[src/rtl/rd3_frame_sched.sv]
// Radix-3 frame scheduler: buffers one N-sample frame in three banks, then issues
// N/3 butterfly triplets back to back with an index/last tag aligned to the butterfly output.
module rd3_frame_sched #(
  parameter int DW     = 13,
  parameter int N      = 27,
  parameter int BF_LAT = 3,
  parameter int AW     = ((N / 3) > 1) ? $clog2(N / 3) : 1
) (
  input  logic                 clk,
  input  logic                 rst,
  input  logic                 di_vld,
  input  logic signed [DW-1:0] di_re,
  input  logic signed [DW-1:0] di_im,
  output logic                 di_rdy,
  output logic                 bf_vld,
  output logic signed [DW-1:0] bf_in1_re,
  output logic signed [DW-1:0] bf_in1_im,
  output logic signed [DW-1:0] bf_in2_re,
  output logic signed [DW-1:0] bf_in2_im,
  output logic signed [DW-1:0] bf_in3_re,
  output logic signed [DW-1:0] bf_in3_im,
  output logic [AW-1:0]        bf_idx,
  output logic                 bf_last,
  output logic                 res_vld,
  output logic [AW-1:0]        res_idx,
  output logic                 res_last,
  output logic                 ovf
);

  localparam int            N3        = N / 3;
  localparam logic [AW-1:0] LAST_ADDR = AW'(N3 - 1);

  if ((N % 3) != 0 || N < 3) begin : g_bad_n
    $error("rd3_frame_sched: N must be a positive multiple of 3");
  end
  if (BF_LAT < 1) begin : g_bad_lat
    $error("rd3_frame_sched: BF_LAT must be at least 1");
  end

  typedef enum logic {
    FILL  = 1'b0,
    ISSUE = 1'b1
  } state_t;

  state_t          state;
  state_t          state_nx;
  logic [1:0]      wr_bank;
  logic [AW-1:0]   wr_addr;
  logic [AW-1:0]   rd_cnt;
  logic            wr_en;
  logic            rd_en_p0;
  logic            wr_last;

  logic [2*DW-1:0] bank0 [N3];
  logic [2*DW-1:0] bank1 [N3];
  logic [2*DW-1:0] bank2 [N3];
  logic [2*DW-1:0] rd0_p0;
  logic [2*DW-1:0] rd1_p0;
  logic [2*DW-1:0] rd2_p0;

  logic            dly_vld  [BF_LAT];
  logic [AW-1:0]   dly_idx  [BF_LAT];
  logic            dly_last [BF_LAT];

  always_ff @(posedge clk) begin
    if (rst) state <= FILL;
    else     state <= state_nx;
  end

  always_comb begin
    state_nx = state;
    di_rdy   = 1'b0;
    wr_en    = 1'b0;
    rd_en_p0 = 1'b0;
    wr_last  = 1'b0;
    case (state)
      FILL: begin
        di_rdy  = 1'b1;
        wr_en   = di_vld;
        wr_last = di_vld && (wr_bank == 2'd2) && (wr_addr == LAST_ADDR);
        if (wr_last) state_nx = ISSUE;
      end
      ISSUE: begin
        rd_en_p0 = 1'b1;
        if (rd_cnt == LAST_ADDR) state_nx = FILL;
      end
      default: state_nx = FILL;
    endcase
  end

  // Write side: bank select plus in-bank address replace a k/(N/3) divider.
  always_ff @(posedge clk) begin
    if (rst) begin
      wr_bank <= 2'd0;
      wr_addr <= '0;
      rd_cnt  <= '0;
      ovf     <= 1'b0;
    end else begin
      if (wr_en) begin
        if (wr_addr == LAST_ADDR) begin
          wr_addr <= '0;
          wr_bank <= (wr_bank == 2'd2) ? 2'd0 : wr_bank + 2'd1;
        end else begin
          wr_addr <= wr_addr + 1'b1;
        end
      end
      if (rd_en_p0) rd_cnt <= (rd_cnt == LAST_ADDR) ? '0 : rd_cnt + 1'b1;
      if (di_vld && !di_rdy) ovf <= 1'b1;
    end
  end

  always_ff @(posedge clk) begin
    if (wr_en) begin
      case (wr_bank)
        2'd0:    bank0[wr_addr] <= {di_re, di_im};
        2'd1:    bank1[wr_addr] <= {di_re, di_im};
        2'd2:    bank2[wr_addr] <= {di_re, di_im};
        default: ;
      endcase
    end
  end

  assign rd0_p0 = bank0[rd_cnt];
  assign rd1_p0 = bank1[rd_cnt];
  assign rd2_p0 = bank2[rd_cnt];

  // Stage p0 -> p1: registered triplet read; data holds between triplets.
  always_ff @(posedge clk) begin
    if (rst) begin
      bf_vld    <= 1'b0;
      bf_last   <= 1'b0;
      bf_idx    <= '0;
      bf_in1_re <= '0;
      bf_in1_im <= '0;
      bf_in2_re <= '0;
      bf_in2_im <= '0;
      bf_in3_re <= '0;
      bf_in3_im <= '0;
    end else begin
      bf_vld  <= rd_en_p0;
      bf_last <= rd_en_p0 && (rd_cnt == LAST_ADDR);
      if (rd_en_p0) begin
        bf_idx    <= rd_cnt;
        bf_in1_re <= rd0_p0[2*DW-1:DW];
        bf_in1_im <= rd0_p0[DW-1:0];
        bf_in2_re <= rd1_p0[2*DW-1:DW];
        bf_in2_im <= rd1_p0[DW-1:0];
        bf_in3_re <= rd2_p0[2*DW-1:DW];
        bf_in3_im <= rd2_p0[DW-1:0];
      end
    end
  end

  // Stage p1 -> result: tag delay line matched to the butterfly latency.
  always_ff @(posedge clk) begin
    if (rst) begin
      for (int i = 0; i < BF_LAT; i++) begin
        dly_vld[i]  <= 1'b0;
        dly_idx[i]  <= '0;
        dly_last[i] <= 1'b0;
      end
    end else begin
      dly_vld[0]  <= bf_vld;
      dly_idx[0]  <= bf_idx;
      dly_last[0] <= bf_last;
      for (int i = 1; i < BF_LAT; i++) begin
        dly_vld[i]  <= dly_vld[i-1];
        dly_idx[i]  <= dly_idx[i-1];
        dly_last[i] <= dly_last[i-1];
      end
    end
  end

  assign res_vld  = dly_vld[BF_LAT-1];
  assign res_idx  = dly_idx[BF_LAT-1];
  assign res_last = dly_last[BF_LAT-1];

endmodule

[config.mk]
export PLATFORM = sky130hd
export DESIGN_NAME = rd3_frame_sched
export DESIGN_NICKNAME = d
export VERILOG_FILES = /design/src/rtl/rd3_frame_sched.sv
export SDC_FILE = /design/constraint.sdc
export NUM_CORES = 1
export LEC_CHECK = 0
export ABC_AREA = 1
export BUFFER_PORTS_ARGS = -buffer_cell sky130_fd_sc_hd__buf_4
export CAP_MARGIN = 15
export CORE_MARGIN = 2
export CORE_UTILIZATION = 30
export CTS_BUF_LIST = sky130_fd_sc_hd__clkbuf_16
export DETAILED_ROUTE_END_ITERATION = 6
export GPL_TIMING_DRIVEN = 0
export PLACE_DENSITY_LB_ADDON = 0.05
export REMOVE_ABC_BUFFERS = 1
export SYNTH_ARGS = -nofsm -noshare
export SYNTH_HDL_FRONTEND = slang
export SYNTH_SLANG_ARGS = --single-unit
[constraint.sdc]
create_clock -name clk -period 6.4 [get_ports clk]
set_input_delay 0.32 -clock clk [delete_from_list [all_inputs] [get_ports clk]]
set_output_delay 0.32 -clock clk [all_outputs]
set_load 0.01 [all_outputs]
## Word level (Yosys, flattened, before mapping)

Memories as Yosys holds them, arrays and structs flattened. A register that Yosys moved wholly into a read port is not among the register bits.
Cells that the tools add are included.

- Output and inout bits: 92
- Word-level logic and storage cells: 67
- Memories kept: 6
- Register bits after elaboration: 18
- Input port bits: 29
- RAM bits: 720

Memories:

| name | depth | bits a word | read ports | clocked after memory_dff | wr ports | RTL line | RTL |
|---|---|---|---|---|---|---|---|
| bank0 | 9 | 26 | 1 | 1 | 1 | 54 | `logic [2*DW-1:0] bank0 [N3];` |
| bank1 | 9 | 26 | 1 | 1 | 1 | 55 | `logic [2*DW-1:0] bank1 [N3];` |
| bank2 | 9 | 26 | 1 | 1 | 1 | 56 | `logic [2*DW-1:0] bank2 [N3];` |
| dly_idx | 3 | 4 | 3 | 0 | 3 | 62 | `logic [AW-1:0] dly_idx [BF_LAT];` |
| dly_last | 3 | 1 | 3 | 0 | 3 | 63 | `logic dly_last [BF_LAT];` |
| dly_vld | 3 | 1 | 3 | 0 | 3 | 61 | `logic dly_vld [BF_LAT];` |

- Reduce and logical (&&, ||, !) cells: 6
- Bitwise logic cells: 10
- $add $sub $neg: 3
- Equality and inequality tests: 4
- Muxes and demuxes: 30

Operator list:

| cell | number |
|---|---|
| $mux W1 | 23 |
| $mux W4 | 5 |
| $or A1 B1 Y1 | 9 |
| $add A4 B1 Y4 const B | 2 |
| $eq A4 B4 Y1 const B | 2 |
| $logic_and A1 B1 Y1 | 4 |
| $add A2 B1 Y2 const B | 1 |
| $eq A2 B1 Y1 const B | 1 |
| $eq A2 B2 Y1 const B | 1 |
| $logic_not A2 Y1 | 1 |
| $mux W2 | 1 |
| $pmux W1 S2 | 1 |
| $reduce_and A2 Y1 | 1 |
| $not A1 Y1 | 1 |

## Longest topological paths before layout

- Depth in word-level cells: 5
- Mapped depth: 10
- Gate-level depth less buffers: 7

## Worst setup path after synthesis

Ideal clock, no wire load.

- Kind: flip-flop to flip-flop
- Start: register state
- End: memory bank0[0][0] in the netlist's numbering, enable pin
- Period minus slack after synthesis: 2,492 ps
- Setup slack: 3,908 ps
- Stages on the path, launching flop included: 7
- Required time: 5,991 ps
- Path buffers: 1
- Library setup time: 409 ps
- Data arrival time: 2,084 ps
- Cell sequence: dfxtp_1 buf_4 inv_4 nand2_1 nor3_1 inv_1 nor2_1

- Word-level cells in the longest chain between the ends: 3

Ends and longest elaborated chain:

| what | RTL line | RTL |
|---|---|---|
| from (decl) | 45 | `state_t state;` |
| from (signal assigned) | 67 | `else state <= state_nx;` |
| $mux W1 | 76 | `case (state)` |
| $mux W1 | 113 | `if (wr_en) begin` |
| $mux W1 (not written as such) | 115 | `2'd0: bank0[wr_addr] <= {di_re, di_im};` |
| to (decl) | 54 |  |

Every way passes these cells.

## Worst setup path after layout

- Start: register rd_cnt[0]
- End: register rd_cnt[0]

- Word-level cells in the longest chain between the ends: 2
- Elaborated cells on any way between the ends: 3
- Classes of those cells: add/sub (1); eq/ne (1); mux (1)

Ends and longest elaborated chain:

| what | RTL line | RTL |
|---|---|---|
| from (decl) | 49 | `logic [AW-1:0] rd_cnt;` |
| from (signal assigned) | 107 | `if (rd_en_p0) rd_cnt <= (rd_cnt == LAST_ADDR) ? '0 : rd_cnt + 1'b1;` |
| $add A4 B1 Y4 or $eq A4 B4 Y1 (tied branches) | 107 |  |
| $mux W4 (*) | 107 |  |

Every way passes the cells marked *; elsewhere a longest branch is shown, timed or not.
A chain may end at the register's enable or synchronous reset.

==> key figures <==
Worst hold path
  – Worst hold path class: primary input to register
  – Min-delay src: di_re[12]
  – WHS Endpoint: bank2[8][25]
  – Cells on Worst Hold Path: 1

Timing
  – Setup total negative slack: 0 ns
  – Unrepaired setup endpoints after global routing: no
  – Worst slew margin: 34.3%
  – Fin crit share: 54.9%
  – Worst-Margin Slew: 0.985 ns
  – Final Setup Violations: 0
  – Minimum clock period: 3.51 ns
  – Final Skew: 0.0242 ns
  – Max Slew Vio Count: 0
  – FMAX: 285 MHz
  – Final Hold Viols: 0

Clock tree
  – CTS sink count: 816
  – Num CTS Buffers: 93
  – Clock Tree Buf Depth: 3
  – H-Tree Depth: 3
  – CTS resizes: 0
  – CTS clk-pin slew, worst paths: 0.06 ns
  – CTS root buf: clkbuf_16
  – CTS tree: built
  – Clk_lat worst skew: 0.66 ns

Floorplanning
  – Initial Util: 30.3%
  – Full die area: 0.111 mm²
  – I/O pin total: 121
  – Core area: 0.107 mm²
  – # rows: 120
  – DIE WIDTH: 333 µm
  – Die Ht: 333 µm

Setup path
  – Crit-path max FO: 196
  – Critical Path Sink Type: register
  – FF-to-FF setup slack: 2.89 ns
  – Worst R2R End: rd_cnt[0]
  – Data arrival, critical path: 4.07 ns
  – CP Launch Type: register
  – CP Class: register to register
  – RR Startpoint: rd_cnt[0]
  – WP data required: 6.95 ns
  – Reg2reg path depth: 9

GRT
  – Initial antenna violation count: 0
  – GRT Util Overall: 17.9%
  – Pin count of the biggest net entering global routing: 197
  – Vias in the first global route: 20.3k
  – Global-route wire length before repair: 143 mm
  – Grt met1 use: 23.4%
  – Grt met2 use: 31.0%
  – Grt total ovfl: 0
  – Grt peak-use layer: met2
  – Grt met3 use: 2.47%

Routing
  – Routed WL per cell: 22.8 µm
  – Vias: 20.6k
  – Via density: 4.72
  – DRC Markers: 0
  – 1st-iter DRT viols: 1459
  – Final ANT Viol Nets: 0
  – Drt pass-1 iters: 7
  – Routed WL: 99.7 mm

Placement
  – Final HPWL DP: 55.4 mm
  – Gpl congestion: 0.691
  – Dpl cells: 4194
  – IO Port Bufs: 120
  – Post-DP Area: 0.0356 mm²

Logic synthesis
  – Register area share after synthesis: 71.9%
  – Synth unique cells: 29
  – Synth Instances: 2780
  – Top cells by area, synth: edfxtp_1, dfxtp_1, nand2_1
  – Area leader, netlist: edfxtp_1
  – Area share of the largest cell type after synthesis: 64.9%
  – Cell Area, Synth: 0.0325 mm²
  – Synthesized area per cell: 11.7 µm²
  – Synth Register Bits: 816
  – Yosys warns: 0

Final layout
  – Most frequent cells in the layout: edfxtp_1, nand2_1, inv_1
  – Commonest non-fill, non-tap cell in the layout: edfxtp_1
  – P&R area growth vs syn: 18.4%
  – Ant. Diodes: 0
  – Layout Cells excl Fill: 4370
  – Final Util: 35.9%
  – # nets final: 2922
  – Final standard cell area without fillers: 0.0384 mm²
  – Ratio of cells with drive above 1 in the final layout: 11.3%

Power and ir drop
  – Overall Power: 10.9 mW
  – Leakage dissipation: 14.4 nW
  – PwrDens: 284 mW/mm²
  – Worst vdd ir: 0.161 mV

Run
  – Max-cap viol count: 0

Status
  – Run status: finished clean
## logic make-up after synthesis
| family | share of synthesized area [%] |
|---|---|
| AND/OR/NAND/NOR | 14.3 |
| flip-flops | 71.9 |
| buffers and inverters | 7.26 |
| AO/OA/AOI/OAI | 6.18 |
| adder cells (fa/ha/maj) | 0.231 |
| XOR/XNOR | 0.0809 |
## layer usage
metal / vias to the layer above / wire length, µm
li1: 9705 / -
met1: 10400 / 44900
met2: 413 / 49200
met3: 109 / 3840
met4: 0 / 1760
met5: - / 0
## how the worst max path moves through the flow
stage / from / to / slack (ns)
finish: rd_cnt[0] / rd_cnt[0] / 2.89
global route: rd_cnt[0] / rd_cnt[2] / 2.61
CTS: rd_cnt[0] / rd_cnt[0] / 2.81
detailed placement: rd_cnt[0] / rd_cnt[0] / 2.83
floorplan: rd_cnt[0] / rd_cnt[0] / -2.47
global placement: rd_cnt[0] / rd_cnt[0] / -13.96
## power by group
group / internal [mW] / switching, mW / leakage [nW]
clock network: 2.80 / 2.13 / 1.53
logic: 0.0364 / 0.143 / 5.66
registers: 5.80 / 0.00733 / 7.25
total: 8.64 / 2.28 / 14.4
## cells in the mapped netlist, drive strengths merged
cell,n
buf,128
nor3,3
nor2,248
ha,6
o21ai,128
clkinv,19
a21oi,54
nand3,316
o211ai,54
nand4,9
edfxtp,702
a32oi,27
a22o,51
clkbuf,34
dfxtp,114
a211oi,1
xor2,3
inv,338
nand2,545
## worst max-delay path, stage by stage (launching register included)
cell	delay (ns)
dfxtp_4	0.84
buf_12	0.31
buf_16	0.28
buf_16	0.35
inv_16	0.22
buf_16	0.43
ha_1	0.37
nand3_1	0.14
nand2_1	0.09
a211oi_1	0.22
## metrics by stage
step	hold slack, ns	setup slack (ns)
2_1_floorplan	0.388	-2.47
3_3_place_gp	0.390	-13.96
3_5_place_dp	0.395	2.83
4_1_cts	0.0126	2.81
5_1_grt	0.0363	2.61
6_report	0.0608	2.89
## area by class of cell
cell class | count | area (µm²)
clock inverters | 78 | 389
inverters | 357 | 1380
repair buffers | 174 | 2180
flip-flops and latches | 816 | 23400
well taps | 1403 | 1760
fillers | 10500 | 68800
clock buffers | 97 | 2430
multi-input cells | 1445 | 6950
## timing repair
action | CTS | global route
buffers inserted | 0 | 0
hold buffers | 1 | 0
endpoints found under the hold margin | 1 | 0
## sequential cells by signal (all words and copies together), names as in the netlist, 2 cells and up
signal	cells
bf_in1_im	13
bank0	234
bf_idx	4
dly_idx	12
bf_in3_im	13
dly_last	3
wr_addr	4
wr_bank	2
bf_in2_re	13
dly_vld	3
bank1	234
bank2	234
rd_cnt	4
bf_in1_re	13
bf_in3_re	13
bf_in2_im	13
Note: power is estimated with default switching activity, not from simulation.
